<file path="src/rtl/reg_dest_scoreboard_pkg.sv">
// Shared constants and types for the destination-register scoreboard.
// Holds the register address width, register count, the x0 address,
// the per-register pending-write counter type and its maximum value.
package reg_dest_scoreboard_pkg;

  localparam int ADDR_W = 5;
  localparam int NREGS  = 2 ** ADDR_W;
  localparam int CNT_W  = 2;

  localparam logic [ADDR_W-1:0] REG_ZERO = '0;

  typedef logic [CNT_W-1:0] cnt_t;

  localparam cnt_t CNT_MAX = '1;

endpackage

</file>
<file path="src/rtl/reg_dest_counter.sv">
// Single pending-write counter for one architectural register.
// Counts up on an accepted issue and down on a writeback. It never wraps:
// an increment at CNT_MAX is dropped (the issue handshake already refuses
// it) and a decrement at zero is dropped and reported on underflow.
//
// Ports:
//   clk, rst_n  clock, asynchronous active-low reset
//   clr         synchronous clear, wins over inc/dec
//   inc         accepted issue targeting this register
//   dec         writeback targeting this register
//   cnt         current count
//   nonzero     cnt != 0
//   full        cnt == CNT_MAX
//   underflow   dec requested while cnt == 0 (combinational, masked by clr)
module reg_dest_counter
  import reg_dest_scoreboard_pkg::*;
(
  input  logic             clk,
  input  logic             rst_n,
  input  logic             clr,
  input  logic             inc,
  input  logic             dec,
  output logic [CNT_W-1:0] cnt,
  output logic             nonzero,
  output logic             full,
  output logic             underflow
);

  logic inc_eff;
  logic dec_eff;

  assign nonzero   = (cnt != '0);
  assign full      = (cnt == CNT_MAX);
  assign inc_eff   = inc && !full;
  assign dec_eff   = dec && nonzero;
  // A flush discards the writeback as well, so it cannot raise underflow.
  assign underflow = dec && !nonzero && !clr;

  always_ff @(posedge clk or negedge rst_n) begin
    if (!rst_n) begin
      cnt <= '0;
    end else if (clr) begin
      cnt <= '0;
    end else if (inc_eff && !dec_eff) begin
      cnt <= cnt + 1'b1;
    end else if (dec_eff && !inc_eff) begin
      cnt <= cnt - 1'b1;
    end
  end

endmodule

</file>
<file path="src/rtl/reg_dest_scoreboard.sv">
// Destination-register scoreboard between decode and writeback.
// Decode posts the destination of each issuing instruction, writeback
// retires it, and the two source queries report whether a write to that
// register is still in flight (used to stall decode). x0 is never tracked.
//
// Build option: SCOREBOARD_WB_BYPASS_EN
//   When defined, a source whose only pending write is being written back
//   this very cycle reads as not busy, because the register file forwards
//   the writeback value.
//
// Ports:
//   clk, rst_n    clock, asynchronous active-low reset
//   flush         clear all pending entries (wins over issue/writeback)
//   issue_valid   decode issues an instruction writing issue_addr
//   issue_addr    destination register of the issuing instruction
//   issue_ready   the issue can be accepted this cycle
//   wb_valid      writeback retires a write to wb_addr
//   wb_addr       destination register being written back
//   rs1_addr      source 1 query
//   rs2_addr      source 2 query
//   rs1_busy      rs1 has a pending write
//   rs2_busy      rs2 has a pending write
//   any_pending   at least one register has a pending write
//   wb_underflow  sticky: a writeback arrived with nothing pending
module reg_dest_scoreboard
  import reg_dest_scoreboard_pkg::*;
(
  input  logic              clk,
  input  logic              rst_n,
  input  logic              flush,
  input  logic              issue_valid,
  input  logic [ADDR_W-1:0] issue_addr,
  output logic              issue_ready,
  input  logic              wb_valid,
  input  logic [ADDR_W-1:0] wb_addr,
  input  logic [ADDR_W-1:0] rs1_addr,
  input  logic [ADDR_W-1:0] rs2_addr,
  output logic              rs1_busy,
  output logic              rs2_busy,
  output logic              any_pending,
  output logic              wb_underflow
);

  cnt_t             cnt_arr  [NREGS];
  logic [NREGS-1:0] nz_vec;
  logic [NREGS-1:0] full_vec;
  logic [NREGS-1:1] inc_vec;
  logic [NREGS-1:1] dec_vec;
  logic [NREGS-1:1] uf_vec;
  logic             issue_fire;

  // x0 has no counter; its slot reads as permanently empty.
  assign cnt_arr[0]  = '0;
  assign nz_vec[0]   = 1'b0;
  assign full_vec[0] = 1'b0;

  assign issue_ready = (issue_addr == REG_ZERO) || !full_vec[issue_addr];
  assign issue_fire  = issue_valid && issue_ready;

  for (genvar r = 1; r < NREGS; r++) begin : g_cnt
    localparam logic [ADDR_W-1:0] R_ADDR = ADDR_W'(r);

    assign inc_vec[r] = issue_fire && (issue_addr == R_ADDR);
    assign dec_vec[r] = wb_valid && (wb_addr == R_ADDR);

    reg_dest_counter u_cnt (
      .clk       (clk),
      .rst_n     (rst_n),
      .clr       (flush),
      .inc       (inc_vec[r]),
      .dec       (dec_vec[r]),
      .cnt       (cnt_arr[r]),
      .nonzero   (nz_vec[r]),
      .full      (full_vec[r]),
      .underflow (uf_vec[r])
    );
  end

  assign any_pending = |nz_vec;

  always_ff @(posedge clk or negedge rst_n) begin
    if (!rst_n) begin
      wb_underflow <= 1'b0;
    end else if (|uf_vec) begin
      wb_underflow <= 1'b1;
    end
  end

`ifdef SCOREBOARD_WB_BYPASS_EN
  // Last outstanding write retiring now: the value is forwarded, so no stall.
  logic rs1_fwd;
  logic rs2_fwd;

  assign rs1_fwd  = wb_valid && (wb_addr == rs1_addr) && (cnt_arr[rs1_addr] == cnt_t'(1));
  assign rs2_fwd  = wb_valid && (wb_addr == rs2_addr) && (cnt_arr[rs2_addr] == cnt_t'(1));
  assign rs1_busy = (cnt_arr[rs1_addr] != '0) && !rs1_fwd;
  assign rs2_busy = (cnt_arr[rs2_addr] != '0) && !rs2_fwd;
`else
  assign rs1_busy = (cnt_arr[rs1_addr] != '0);
  assign rs2_busy = (cnt_arr[rs2_addr] != '0);
`endif

endmodule

</file>
<file path="config.mk">
export PLATFORM = sky130hd
export DESIGN_NAME = reg_dest_scoreboard
export DESIGN_NICKNAME = d
export VERILOG_FILES = /design/src/rtl/reg_dest_scoreboard_pkg.sv /design/src/rtl/reg_dest_counter.sv /design/src/rtl/reg_dest_scoreboard.sv
export SDC_FILE = /design/constraint.sdc
export NUM_CORES = 1
export LEC_CHECK = 0
export BUFFER_PORTS_ARGS = -buffer_cell sky130_fd_sc_hd__buf_2
export CORE_MARGIN = 3
export CORE_UTILIZATION = 28
export CTS_BUF_LIST = sky130_fd_sc_hd__clkbuf_2
export DETAILED_ROUTE_END_ITERATION = 10
export GPL_ROUTABILITY_DRIVEN = 1
export SYNTH_ARGS = -nofsm -noshare
export SYNTH_HDL_FRONTEND = slang
export SYNTH_SLANG_ARGS = --single-unit
</file>
<file path="constraint.sdc">
create_clock -name clk -period 4.3 [get_ports clk]
set_clock_uncertainty 0.05 [all_clocks]
set_input_delay 1.075 -clock clk [delete_from_list [all_inputs] [get_ports clk]]
set_output_delay 1.075 -clock clk [all_outputs]
set_load 0.02 [all_outputs]
</file>
== After elaboration in Yosys (flattened, before gate mapping) ==
Cells that the tools add are included.

* Bits in registers: 63
* Input port bits: 25
* Output and inout bits: 5
* Logic and storage cells: 736

* $add $sub $neg: 62
* Order comparisons: 3
* Equal/unequal tests: 93
* Mux-type cells: 101
* Bitwise logic cells: 2
* Reductions and logical operators: 443

{| class="wikitable"
|+ Operators with widths
! kind !! number
|-
| logical AND 1 bit || 249
|-
| two-way mux 2 bit || 97
|-
| equality test 5 bit, second input constant || 32
|-
| logical NOT 1 bit || 126
|-
| nonzero test 3 bit || 31
|-
| equality test 5 x 4 -> 1 bit, second input constant || 16
|-
| nonzero test 2 bit || 33
|-
| adder 2 x 1 -> 2 bit, second input constant || 31
|-
| equality test 2 bit, second input constant || 31
|-
| OR reduction 31 bit || 2
|-
| subtractor 2 x 1 -> 2 bit, second input constant || 31
|-
| equality test 5 x 3 -> 1 bit, second input constant || 8
|-
| binary-select mux 2 bit (select 5 bit) || 2
|-
| equality test 5 x 2 -> 1 bit, second input constant || 4
|-
| >= comparator 6 bit, second input constant || 2
|-
| inverter 5 -> 6 bit || 2
|-
| equality test 5 x 1 -> 1 bit, second input constant || 2
|-
| < comparator 5 x 6 -> 1 bit, second input constant || 1
|-
| binary-select mux 1 bit (select 5 bit) || 1
|-
| logical NOT 5 bit || 1
|-
| logical OR 1 bit || 1
|-
| two-way mux 1 bit || 1
|}

== Longest topological paths before layout ==
* Depth after elaboration: 13
* Gate-level depth with buffers: 9
* Gate-level depth less buffers: 6

== Cells and area by module ==
Synthesis repeated with hierarchy kept, for this count alone.

* Cells, all modules: 710
* Area, all modules: 5,641.7 µm²

{| class="wikitable"
|+ Modules (own cells, without submodules)
! module !! times used !! cells an instance !! area an instance (µm²) !! sequential area each (µm²)
|-
| reg_dest_counter || 31 || 15 || 131.4 || 50.0
|-
| reg_dest_scoreboard || 1 || 245 || 1,569.0 || 25.0
|}

== Worst setup path before layout ==
OpenSTA, ideal clock, no wires.

* Path kind: input to output
* Start point: input rs1_addr[0]
* End point: output rs1_busy
* Arrival time: 2.854 ns
* Data required time: 3.175 ns
* Slack: 0.321 ns
* Cell stages on the path: 4
* Path buffers: 1
* Cells stage by stage: clkbuf_1 -> mux4_2 -> mux4_2 -> mux2i_1

* Word-level cells in the longest chain between the ends: 5

{| class="wikitable"
|+ Ends and longest elaborated chain
! what !! line !! source
|-
| start, declared || reg_dest_scoreboard.sv:36 || <nowiki>input logic [ADDR_W-1:0] rs1_addr,</nowiki>
|-
| inverter 5 -> 6 bit (not written as such) || reg_dest_scoreboard.sv:99 || <nowiki>assign rs1_busy = (cnt_arr[rs1_addr] != '0);</nowiki>
|-
| binary-select mux 2 bit (select 5 bit) || reg_dest_scoreboard.sv:99 ||
|-
| two-way mux 2 bit (not written as such) (2 in series) || reg_dest_scoreboard.sv:99 ||
|-
| nonzero test 2 bit || reg_dest_scoreboard.sv:99 ||
|-
| end, declared || reg_dest_scoreboard.sv:38 || <nowiki>output logic rs1_busy,</nowiki>
|}

No other way between the ends. The select of a mux whose other input is x is not followed.

== Worst setup path in the final report ==
* Start point: input issue_addr[1]
* End point: output issue_ready

* Word-level cells in the longest chain between the ends: 4
* Elaborated cells on any way between the ends: 5
* Classes of those cells: 2 x mux; 3 x reduce/logical

{| class="wikitable"
|+ Ends and longest elaborated chain
! what !! line !! source
|-
| start, declared || reg_dest_scoreboard.sv:32 || <nowiki>input logic [ADDR_W-1:0] issue_addr,</nowiki>
|-
| binary-select mux 1 bit (select 5 bit) || reg_dest_scoreboard.sv:57 || <nowiki>assign issue_ready = (issue_addr == REG_ZERO) || !full_vec[issue_addr];</nowiki>
|-
| two-way mux 1 bit (not written as such) || reg_dest_scoreboard.sv:57 ||
|-
| logical NOT 1 bit || reg_dest_scoreboard.sv:57 ||
|-
| logical OR 1 bit * || reg_dest_scoreboard.sv:57 ||
|-
| end, declared || reg_dest_scoreboard.sv:33 || <nowiki>output logic issue_ready,</nowiki>
|}

Every way passes the cells marked *; elsewhere a longest branch is shown, timed or not. The select of a mux whose other input is x is not followed.

==> flow_summary_export.csv <==
group,metric,value,unit
timing,maxSlewViolCount,0,
timing,tns,0,ns
layout,postLayoutCoreUtil,31.4,%
synthesis,yosys_warnings,0,
cts,cts_max_path_buffers,2,
timing,timing.fmax,257,MHz
layout,drive_above_1_share,12.8,%
synthesis,synth_nets,727,
detailed_routing,drt-total-wl,18700,µm
run,drv_cap,0,
detailed_routing,viasPerCell,5.87,
synthesis,synth-main-ff-cell,"dfrtp_1",
synthesis,synth_edf_count,0,
layout,antenna_cells,0,
worst_setup_path,path_class,"input pin to output pin",
cts,cts_resized,0,
cts,htree_levels,3,
timing,worst_pin_slew,1.05,ns
power_and_ir_drop,power.share.clock,30.2,%
detailed_routing,final_antenna_net_count,0,
layout,fin_nets,736,
layout,fillCellCount,2090,
synthesis,synth_common_cells,"nand2_1, nor2_1, a21oi_1",
detailed_routing,remaining_drc_errors,0,
detailed_routing,dr_wl_met3,1800,µm
synthesis,yosys-top-cells-area,"dfrtp_1, mux4_2, a21oi_1, o21ai_0, nand2_1",
floorplan,start_util,28.9,%
synthesis,synth_top_area_cell,"dfrtp_1",
global_route,grt_pass1_wl,29000,µm
place,pre_cts_slack,0.419,ns
power_and_ir_drop,irDropWorstVdd,0.0876,mV
timing,finalSetupViolCount,0,
worst_setup_path,crit_start,"issue_addr[1]",
synthesis,yosysTopAreaCellShare,28.7,%
power_and_ir_drop,power.switching,0.386,mW
power_and_ir_drop,powerDensity,197,mW/mm²
cts,cts_buffers,9,
cts,cts_sinks,63,
timing,fin_crit,3.89,ns
place,port-buffer-count,29,
cts,cts-root-buf,"clkbuf_2",
place,place_congestion,1.00,
worst_setup_path,worst-path-max-fanout,31,
cts,clk-insertion-delay-late,0.59,ns
detailed_routing,first_iter_violations,786,
floorplan,std_cell_rows,50,
cts,cts_setup_buffers,0,
floorplan,pin_count,30,
worst_hold_path,hold_class,"input pin to async pin",
synthesis,yosysMostFrequentCell,"nand2_1",
synthesis,synth.avg_cell_area,7.83,µm²
cts,clkTransAtPathRegs,0.19,ns
detailed_routing,highest_layer,"met4",
power_and_ir_drop,p_int,0.792,mW
synthesis,netlist_area,0.00550,mm²
global_route,grt_start_max_net_pins,55,
cts,hold_buffers,0,
synthesis,synth_cells,702,
detailed_routing,wl_met2,8170,µm
worst_setup_path,critical_path_arrival,2.77,ns
floorplan,die_h,146,µm
global_route,track_usage,17.2,%
worst_setup_path,r2r-start,"g_cnt[6].u_cnt.cnt[0]",
global_route,grt_pass1_vias,5092,
synthesis,ys_async_sr_fraction,100,%
timing,finalCritPeriodShare,90.5,%
synthesis,ys_ff_latch,63,
power_and_ir_drop,p_seq_share,51.3,%
timing,finalHoldViolCount,0,
place,hpwlAfterDp,13900,µm
worst_setup_path,rr_worst_depth,7,
global_route,grt_overflow,0,
detailed_routing,drt_pass1_iterations,7,
timing,setup_slack,0.408,ns
power_and_ir_drop,leakagePower,2.19,nW
timing,maxSlewHeadroom,29.8,%
worst_setup_path,worst-r2r-setup-slack,2.05,ns
floorplan,dieWidth,146,µm
power_and_ir_drop,p_sw_share,32.8,%
detailed_routing,vias,5710,
floorplan,die_area,0.0213,mm²
worst_setup_path,r2r_end,"g_cnt[12].u_cnt.cnt[0]",
status,status,"complete, no violations",
detailed_routing,wl_met1,7940,µm
detailed_routing,wire_per_inst,19.2,µm
power_and_ir_drop,p_comb_share,18.5,%
cts,cts_tree,"yes",
synthesis,synth_seq_area_share,28.7,%
timing,rsz0062_at_grt,"no",
worst_setup_path,cp.required,3.17,ns
worst_setup_path,startpoint_type,"input pin",
worst_setup_path,cp-end-kind,"output pin",
layout,syn_to_final_growth,8.65,%
floorplan,core,0.0190,mm²
synthesis,synth.distinct_cells,60,
global_route,antenna_found_initial,0,
cell families after synthesis:
kind of cell    synth area share (%)
compound gates                  25.0
xor+xnor                       0.319
buf+inv                         3.94
flops                           28.7
mux                             11.7
simple gates                    30.3
worst max-delay path by stage:
stage,end,slack [ns]
floorplan,rs1_busy,0.32
global placement,rs1_busy,0.41
detailed placement,rs1_busy,0.42
CTS,issue_ready,0.41
global route,issue_ready,0.31
finish,issue_ready,0.41
power groups by stage:
stage / clock network (mW) / logic (mW) / registers, mW
2_1_floorplan: 0 / 0.140 / 0.614
3_3_place_gp: 0 / 0.215 / 0.615
3_5_place_dp: 0 / 0.215 / 0.615
4_1_cts: 0.371 / 0.216 / 0.604
5_1_grt: 0.394 / 0.236 / 0.606
6_report: 0.355 / 0.218 / 0.604
worst max-delay path: stages:
cell and delay [ns]:
buf_2 0.45, buf_4 0.24, nand4_1 0.10, nand4_1 0.14, o2111ai_1 0.16, or2_4 0.29, and2_1 0.16, buf_2 0.16
cell type report:
cell class	instances	area (µm²)	share of cell area, %
repair buffers	44	258	4.32
multi-input cells	589	3710	62.1
inverters	4	15.0	0.251
clock buffers	10	50.0	0.838
flip-flops and latches	63	1580	26.4
clock inverters	3	37.5	0.629
well taps	260	325	5.45
sequential cells by signal, summed over array words and instances (netlist names):
name	flops
g_cnt.u_cnt.cnt	62
wb_underflow	1
metrics by stage:
stage	total power [mW]	hold slack, ns	instances	area, µm²
final	1.18	0.426	973	5970
after global routing	1.24	0.410	973	5970
after CTS	1.19	0.421	973	5970
after detailed placement	0.830	0.522	960	5880
after global placement	0.830	0.539	960	5880
after floorplan	0.754	0.505	702	5500
layout by cell type (no fill, tap or decap), drive strengths merged, types with 4 or more instances in the layout:
master	count
a21oi	75
o21ai	71
a31oi	15
clkbuf	10
dfrtp	63
nand2b	8
nor2	76
a22oi	6
o211ai	13
and4b	5
nor3b	8
nor2b	9
o2111ai	4
inv	4
nor4b	5
and3b	5
nor4	10
mux4	20
a211oi	19
nor3	29
nand2	82
buf	44
mux2i	15
nand3b	5
o21bai	5
a21boi	4
or2	5
nand4b	8
mux2	4
and2	16
nand4	14
nand3	24
per-layer routing:
metal,vias up,GRT usage [%]
li1,2664,-
met1,2692,23.4
met2,289,25.4
met3,65,5.74
met4,0,6.16
met5,-,0
No activity file was read; power rests on OpenSTA's default activity.
